**src/rtl/jk_excitation_driver.sv**
```systemverilog
// jk_excitation_driver
// Accepts target Q bits over a valid/ready handshake and queues them in a
// small FIFO. Each clock it emits one registered J/K pair that makes a
// downstream JK element take the requested value on its next edge.
// When the FIFO is empty, an incoming bit bypasses storage, so a bit offered
// in cycle N appears on j/k in cycle N+1.
// Optional feature: define JK_DRIVER_CHECK_EN to compare q_fb against the
// expected Q two cycles after each driven pair. Each mismatch increments a
// saturating error counter. Without the macro, q_fb is ignored and err_cnt
// is held at 0.
module jk_excitation_driver #(
  parameter int DEPTH      = 4,
  parameter bit USE_TOGGLE = 1'b1,
  parameter int CNT_W      = 8
) (
  input  logic                     clk,
  input  logic                     rst,
  input  logic                     in_valid,
  input  logic                     in_bit,
  output logic                     in_ready,
  input  logic                     drive_en,
  output logic                     j,
  output logic                     k,
  input  logic                     q_fb,
  output logic [$clog2(DEPTH):0]   level,
  output logic                     busy,
  output logic [CNT_W-1:0]         err_cnt
);

  localparam int AW = $clog2(DEPTH);
  localparam logic [AW:0] FULL_LVL = (AW+1)'(DEPTH);
  localparam logic [AW:0] ONE_LVL  = (AW+1)'(1);

  typedef enum logic {ST_UNSYNC = 1'b0, ST_SYNC = 1'b1} state_t;

  logic [DEPTH-1:0] r_mem;
  logic [AW-1:0]    r_wr_ptr;
  logic [AW-1:0]    r_rd_ptr;
  logic [AW:0]      r_count;
  state_t           r_state;
  logic             r_q_exp;
  logic             r_j;
  logic             r_k;
  logic             r_vld_p1;

  logic   w_full;
  logic   w_empty;
  logic   w_push;
  logic   w_pop;
  logic   w_store;
  logic   w_take;
  logic   w_tgt;
  logic   w_j_nxt;
  logic   w_k_nxt;
  logic   w_qexp_nxt;
  state_t w_state_nxt;

  assign w_full   = (r_count == FULL_LVL);
  assign w_empty  = (r_count == '0);
  assign in_ready = !w_full;
  assign w_push   = in_valid && !w_full;
  // An empty FIFO forwards the incoming bit directly, giving one-cycle latency.
  assign w_pop    = drive_en && (!w_empty || w_push);
  assign w_store  = w_push && !(w_empty && w_pop);
  assign w_take   = w_pop && !w_empty;
  assign w_tgt    = w_empty ? in_bit : r_mem[r_rd_ptr];

  assign level = r_count;
  assign j     = r_j;
  assign k     = r_k;

  // FIFO storage array (data only, not reset)
  always_ff @(posedge clk) begin
    if (w_store) r_mem[r_wr_ptr] <= in_bit;
  end

  // FIFO pointers and occupancy
  always_ff @(posedge clk) begin
    if (rst) begin
      r_wr_ptr <= '0;
      r_rd_ptr <= '0;
      r_count  <= '0;
    end else begin
      if (w_store) r_wr_ptr <= r_wr_ptr + AW'(1);
      if (w_take)  r_rd_ptr <= r_rd_ptr + AW'(1);
      case ({w_store, w_take})
        2'b10:   r_count <= r_count + ONE_LVL;
        2'b01:   r_count <= r_count - ONE_LVL;
        default: r_count <= r_count;
      endcase
    end
  end

  // Excitation decode for the popped target bit
  always_comb begin
    w_j_nxt     = 1'b0;
    w_k_nxt     = 1'b0;
    w_qexp_nxt  = r_q_exp;
    w_state_nxt = r_state;
    if (w_pop) begin
      if (r_state == ST_UNSYNC) begin
        w_j_nxt     = w_tgt;
        w_k_nxt     = !w_tgt;
        w_qexp_nxt  = w_tgt;
        w_state_nxt = ST_SYNC;
      end else if (w_tgt != r_q_exp) begin
        w_j_nxt    = USE_TOGGLE ? 1'b1 : w_tgt;
        w_k_nxt    = USE_TOGGLE ? 1'b1 : !w_tgt;
        w_qexp_nxt = w_tgt;
      end
    end
  end

  // Stage p1: registered J/K pair, sync state and pair-valid
  always_ff @(posedge clk) begin
    if (rst) begin
      r_j      <= 1'b0;
      r_k      <= 1'b0;
      r_state  <= ST_UNSYNC;
      r_vld_p1 <= 1'b0;
    end else begin
      r_j      <= w_j_nxt;
      r_k      <= w_k_nxt;
      r_state  <= w_state_nxt;
      r_vld_p1 <= w_pop;
    end
  end

  // Expected Q tracker; its validity is carried by r_state
  always_ff @(posedge clk) begin
    r_q_exp <= w_qexp_nxt;
  end

`ifdef JK_DRIVER_CHECK_EN
  logic             r_exp_p2;
  logic             r_vld_p2;
  logic [CNT_W-1:0] r_err_cnt;

  function automatic logic [CNT_W-1:0] sat_inc(input logic [CNT_W-1:0] v);
    return (&v) ? v : v + CNT_W'(1);
  endfunction

  // Stage p2: expected Q aligned with the element's returned Q
  always_ff @(posedge clk) begin
    r_exp_p2 <= r_q_exp;
  end

  // Stage p2 check valid and saturating mismatch counter
  always_ff @(posedge clk) begin
    if (rst) begin
      r_vld_p2  <= 1'b0;
      r_err_cnt <= '0;
    end else begin
      r_vld_p2 <= r_vld_p1;
      if (r_vld_p2 && (q_fb != r_exp_p2)) r_err_cnt <= sat_inc(r_err_cnt);
    end
  end

  assign busy    = !w_empty || r_vld_p1 || r_vld_p2;
  assign err_cnt = r_err_cnt;
`else
  logic w_unused_q_fb;
  assign w_unused_q_fb = q_fb;
  assign busy          = !w_empty || r_vld_p1;
  assign err_cnt       = '0;
`endif

endmodule

```
**config.mk**
```make
export PLATFORM = sky130hd
export DESIGN_NAME = jk_excitation_driver
export DESIGN_NICKNAME = d
export VERILOG_FILES = /design/src/rtl/jk_excitation_driver.sv
export SDC_FILE = /design/constraint.sdc
export NUM_CORES = 1
export LEC_CHECK = 0
export ABC_AREA = 0
export BUFFER_PORTS_ARGS = -buffer_cell sky130_fd_sc_hd__buf_2
export CORE_ASPECT_RATIO = 1.5
export CORE_MARGIN = 1.5
export CORE_UTILIZATION = 37
export CTS_BUF_LIST = sky130_fd_sc_hd__clkbuf_2 sky130_fd_sc_hd__clkbuf_4 sky130_fd_sc_hd__clkbuf_8
export CTS_CLUSTER_DIAMETER = 150
export DETAILED_ROUTE_END_ITERATION = 7
export GPL_TIMING_DRIVEN = 0
export MAX_ROUTING_LAYER = met4
export PLACE_DENSITY = 0.62
export SLEW_MARGIN = 40
export SYNTH_ARGS = -nofsm -noshare
export SYNTH_HDL_FRONTEND = slang
export SYNTH_SLANG_ARGS = --single-unit
```
**constraint.sdc**
```tcl
create_clock -name clk -period 2.1 [get_ports clk]
set_input_delay 0.21 -clock clk [delete_from_list [all_inputs] [get_ports clk]]
set_output_delay 0.21 -clock clk [all_outputs]
set_load 0.02 [all_outputs]
```
# ---- Word-level counts from Yosys, hierarchy flattened
# Index checks and enable logic that the tools add are counted.
dict set report word_totals {
  regBits 16
  input_bits 6
  output_inout_bits 15
  wordCells 50
}
dict set report classes {
  n_addsub 4
  order_cmp 3
  eq_ne 5
  n_mux 12
  bitwise_logic 1
  reduce_logical 16
}
# op count
set ops {}
lappend ops {{two-way mux 1 bit} 8}
lappend ops {{logical AND 1 bit} 6}
lappend ops {{less-than comparator 2 x 3 -> 1 bit (second input constant)} 2}
lappend ops {{one-hot mux 3 bit (2 select lines)} 1}
lappend ops {{adder 2 x 1 -> 2 bit (second input constant)} 2}
lappend ops {{bitwise mux 4 bit} 1}
lappend ops {{logical NOT 1 bit} 4}
lappend ops {{adder 3 x 1 -> 3 bit (second input constant)} 1}
lappend ops {{equality test 3 bit (second input constant)} 1}
lappend ops {{logical NOT 3 bit} 1}
lappend ops {{subtractor 3 x 1 -> 3 bit (second input constant)} 1}
lappend ops {{binary-select mux 1 bit (select 2 bit)} 1}
lappend ops {{demux 1 bit (select 2 bit)} 1}
lappend ops {{equality test 2 x 1 -> 1 bit (second input constant)} 1}
lappend ops {{equality test 2 bit (second input constant)} 1}
lappend ops {{greater-or-equal comparator 2 x 1 -> 1 bit (second input constant)} 1}
lappend ops {{logical OR 1 bit} 2}
lappend ops {{!= test 2 x 1 -> 1 bit (second input constant)} 1}
lappend ops {{AND reduction 2 bit} 1}
lappend ops {{nonzero test 2 bit} 1}
lappend ops {{OR reduction 2 bit} 1}
lappend ops {{!= test 1 bit} 1}
lappend ops {{NOT 1 bit} 1}

# ---- Logic depth before layout (Yosys ltp)
dict set report depth {
  depth_word 10
  depth_mapped 9
}

# ---- Least setup slack after synthesis
# No wires, ideal clock.
dict set report synth_timing {
  kind {register -> register}
  start {reg r_count[2] (netlist: level[2])}
  end {reg r_count[2] (netlist: level[2])}
  setup_ps 71
  arrival_time_ps 2078
  setup_slack_ps -49
  stages_incl_launch_ff 10
  cell_sequence {dfxtp_1 > nor2_1 > o31a_1 > inv_1 > ha_1 > inv_1 > fa_1 > xor2_1 > or3_1 > a21oi_1}
}
dict set report synth_between {
  elab_chain_len 10
  elab_cells_between_ends 17
}
# element line_no
set synth_rtl {}
lappend synth_rtl {{start: declaration} 39} ;# logic [AW:0] r_count;
lappend synth_rtl {{start signal: assignment} 87} ;# 2'b10: r_count <= r_count + ONE_LVL;
lappend synth_rtl {{start signal: assignment} 88} ;# 2'b01: r_count <= r_count - ONE_LVL;
lappend synth_rtl {{start signal: assignment} 89} ;# default: r_count <= r_count;
lappend synth_rtl {{equality test 3 bit} 58} ;# assign w_full = (r_count == FULL_LVL);
lappend synth_rtl {{logical NOT 1 bit} 61} ;# assign w_push = in_valid && !w_full;
lappend synth_rtl {{logical AND 1 bit} 61}
lappend synth_rtl {{logical OR 1 bit} 63} ;# assign w_pop = drive_en && (!w_empty || w_push);
lappend synth_rtl {{logical AND 1 bit} 63}
lappend synth_rtl {{logical AND 1 bit} 64} ;# assign w_store = w_push && !(w_empty && w_pop);
lappend synth_rtl {{logical NOT 1 bit} 64}
lappend synth_rtl {{logical AND 1 bit} 64}
lappend synth_rtl {{equality test 2 x 1 -> 1 bit or equality test 2 bit (tied branches)} 86} ;# case ({w_store, w_take})
lappend synth_rtl {{one-hot mux 3 bit (2 select lines) or nonzero test 2 bit (tied branches)} --}
# Parallel ways exist; a longest one is shown, timed or not.
# A chain may end at the register's enable or synchronous reset.

# ---- Worst setup path in the final report
dict set report layout_timing {
  start {reg r_count[2] (netlist: level[2])}
  end {reg r_count[2] (netlist: level[2])}
}
dict set report layout_between {
  elab_cells_between_ends 17
}
# element line_no
set layout_lines {}
lappend layout_lines {{equality test 3 bit} 58}
lappend layout_lines {{logical NOT 1 bit} 61}
lappend layout_lines {{logical AND 1 bit} 61}
lappend layout_lines {{logical OR 1 bit} 63}
lappend layout_lines {{logical AND 1 bit} 63}
lappend layout_lines {{logical AND 1 bit *} 65} ;# assign w_take = w_pop && !w_empty;
lappend layout_lines {{named net w_take} 51} ;# logic w_take;
lappend layout_lines {{equality test 2 x 1 -> 1 bit or equality test 2 bit (tied branches)} 86}
lappend layout_lines {{one-hot mux 3 bit (2 select lines) or nonzero test 2 bit (tied branches)} --}
# The timed path passes the listed nets; every way through them passes the cells marked *.

==> parameters.txt <==
Parameter                              Value

Status
  Run status ... finished clean

Layout
  Antenna Diode Count ... 0
  Non-Filler Instances ... 127
  Count of fill cells added during filler insertion ... 208
  Layout cells sized above 1 ... 0.333
  Synth-to-layout area growth ... 20.3%
  Share of the core filled with cells ... 0.481
  Net count of the finished layout ... 118

Global routing
  Global-route wire length before repair ... 2070 um
  Pin count of the biggest net entering global routing ... 11
  Number of global-route vias before repair ... 492
  Total track usage ... 0.115
  Total grt overflow ... 0
  Antenna violations before repair ... 0

Clock network
  Hold buffers post-CTS ... 0
  CTS tree ... built
  Cell chosen for the clock root ... clkbuf_4
  Number of sinks handled by clock tree synthesis ... 16
  Deepest clock path buffer count ... 2
  Register clock-pin slew on the reported worst setup and hold paths ... 0.08 ns
  Level count of the clock H-tree ... 1
  Source-to-sink clock delay at the later pin of the worst-skew pair ... 0.27 ns
  Number of buffers added by the clock tree synthesis step ... 3

Worst setup path
  Req. time, crit path ... 2.31 ns
  Ordered cell list for the critical path ... or3_4 > and2_1 > ha_2 > inv_1 > fa_2 > xor2_1 > or3_1 > a21oi_2
  Cell family with the largest share of critical-path delay ... simple AND/OR/NAND/NOR gates
  Setup Crit Path Kind ... reg2reg
  Slowest stage cell on the critical path ... or3_4
  Arrival time worst endpoint ... 2.19 ns
  Top fanout value on the critical path ... 5
  Biggest cell delay along the critical path ... 0.43 ns
  Worst path buffer plus inverter count ... 1
  Launching element type of the critical path ... register
  Element type at the critical path end ... register

Placed design
  Detailed placer's ending HPWL ... 990 um
  Worst setup slack before clock tree synthesis ... -0.00172 ns
  Placer Congestion ... 0.771
  Count of placed standard cells including taps ... 121
  Number of buffer cells added on primary ports ... 11

Drt
  DRT Wirelength ... 1240 um
  Routed vias/inst ... 4.44
  Number of nets with antenna violations after detailed routing ... 0
  Number of DRC violations after detailed routing ... 0
  Vias ... 564
  DR pass1 iterations ... 2
  Drt initial violations ... 1
  Final routed wire length divided by cell count ... 9.74 um

Floorplanning
  X dimension of the die ... 41.7 um
  Die outline area ... 0.00254 mm2
  Boundary pin count ... 21
  CORE AREA ... 0.00208 mm2
  Initial core utilization ... 0.400
  Site row count ... 20
  Die extent in y ... 61.0 um

Power
  Total internal power ... 0.789 mW
  Proportion of power drawn by combinational gates ... 0.493
  Share of total power consumed by net switching ... 0.380
  Max rail drop VDD ... 0.566 mV
  Cell area power density ... 1270 mW/mm2
  Switching power summed over all nets ... 0.483 mW
  Sequential power share ... 0.372
  Part of the total power dissipated in the clock network ... 0.136
  Leakage power ... 0.439 nW

Synth
  Total standard cell area after synthesis ... 831 um2
  Number of synthesized register bits ... 16
  Number of standard cells after synthesis ... 81
  Leading area contributor after synthesis ... dfxtp_1
  Number of warning messages in the yosys log ... 0
  Leading post-synthesis cells by cell area ... dfxtp_1 27%, edfxtp_1 18%, ha_1 7.5%
  Part of the Yosys area used for sequential elements ... 0.446
  Number of unique standard cell types used by synthesis ... 24
  Share of Yosys cell area claimed by the top area cell type ... 0.265
  Average instance area after synthesis ... 10.3 um2

Timing
  Highest clock frequency the design can meet ... 503 MHz
  Setup Viol. Count Final ... 0
  Fin. max-slew vios ... 0
  Worst-case clock skew ... 0.00262 ns
  Number of hold violations in the final report ... 0
  Share of the cycle needed by the critical path after routing ... 0.947
  Slew @ Worst Pin ... 0.565 ns
  Setup WS post-layout ... 0.112 ns
  Final critical path time including I/O delays and setup ... 1.99 ns
  Final total negative setup slack ... 0 ns
  Normalized max-slew margin ... 0.619

Worst hold path
  Hold WC Path Type ... in2reg

Flow run
  Count of max-cap constraint violations ... 0
-- kinds of logic (layout without fill, tap and decap cells) --
group,count (synthesis),in the layout,synth area share
xor+xnor,8,8,0.0843
simple gates,23,23,0.140
other cells,1,8,0.00451
compound gates,7,7,0.0467
fa+ha+maj,6,6,0.0994
mux,3,3,0.0663
buf+inv,17,34,0.113
flops,16,16,0.446
-- worst reg2reg max path: stages (launching register included) --
cell and delay [ns]:
dfxtp_4 0.35, or3_4 0.43, and2_1 0.21, ha_2 0.18, inv_1 0.07, fa_2 0.19, xor2_1 0.07, or3_1 0.32
a21oi_2 0.11
-- per-stage QoR --
step / hold slack [ns] / total power, mW / cell area, um2
2_1_floorplan: 0.287 / 0.952 / 858
3_3_place_gp: 0.389 / 1.07 / 941
3_5_place_dp: 0.396 / 1.08 / 941
4_1_cts: 0.0904 / 1.27 / 978
5_1_grt: 0.0965 / 1.38 / 1000
6_report: 0.103 / 1.27 / 1000
-- timing repair --
action | 4_1_cts | 5_1_grt
hold endpoints to repair | 0 | 0
buffers inserted | 1 | 1
gates resized for setup | 0 | 6
endpoints found under the setup margin | 1 | 2
cloned | 0 | 0
pin swaps | 1 | 1
-- path summary, 6_finish.rpt --
kind | startpoint | end | slack, ns | depth (start not counted)
worst max-delay path | level[2]$_SDFFE_PP0P_ | level[2]$_SDFFE_PP0P_ | 0.11 | 8
worst min-delay path | rst | j$_SDFF_PP0_ | 0.10 | 2
worst max register to register | level[2]$_SDFFE_PP0P_ | level[2]$_SDFFE_PP0P_ | 0.11 | 8
worst min register to register | r_state$_SDFFE_PP0N_ | r_state$_SDFFE_PP0N_ | 0.51 | 2
-- sequential cells by signal (all words and copies together) (netlist names) --
signal and flops:
r_mem 4, level 3, r_rd_ptr 2, r_wr_ptr 2
j 1, k 1, r_q_exp 1, r_state 1
r_vld_p1 1
-- cell usage after synthesis --
cell type and number:
dfxtp_1 11, nor2_1 10, buf_4 8, inv_1 8, and2_1 5, edfxtp_1 5, ha_1 5, a21oi_1 4
xnor2_1 4, xor2_1 4, nand3_1 2, nor3_1 2, o21ai_0 2, clkbuf_1 1, conb_1 1, fa_1 1
mux2i_1 1, mux2i_4 1, mux4_2 1, nand2_1 1, o31a_1 1, or2_2 1, or3_1 1, or3_4 1
-- routing by layer --
layer / up-vias / GRT usage / routed length [um] / share of wire
li1: 293 / - / - / -
met4: 0 / 0.0829 / 19 / 0.015
met3: 2 / 0.0264 / 35 / 0.028
met5: - / - / 0 / 0
met1: 262 / 0.117 / 508 / 0.41
met2: 7 / 0.196 / 674 / 0.54
-- layout make-up --
class	count	area, um2	area share
Buffer	9	63.8	0.0638
Clock buffer	4	30.0	0.0300
Inverter	8	30.0	0.0300
Multi-Input combinational cell	55	402	0.402
Sequential cell	16	377	0.377
Tap cell	22	27.5	0.0275
Timing Repair Buffer	13	70.1	0.0701
-- layout by cell type, fill, tap and decap left out, types with 3 or more instances in the layout --
| cell type | count |
|---|---|
| xor2_1 | 4 |
| edfxtp_1 | 5 |
| nor2_1 | 10 |
| conb_1 | 8 |
| buf_2 | 11 |
| buf_4 | 10 |
| inv_1 | 8 |
| dfxtp_1 | 8 |
| ha_1 | 4 |
| and2_1 | 5 |
| xnor2_1 | 4 |
| a21oi_1 | 3 |
| clkbuf_4 | 4 |
-- power groups by stage --
stage	clock network, mW	registers, mW	logic [mW]
finish	0.172	0.473	0.626
global route	0.192	0.486	0.702
CTS	0.183	0.472	0.614
detailed placement	0	0.480	0.605
global placement	0	0.476	0.597
floorplan	0	0.504	0.448
(Power assumes the default switching activity.)
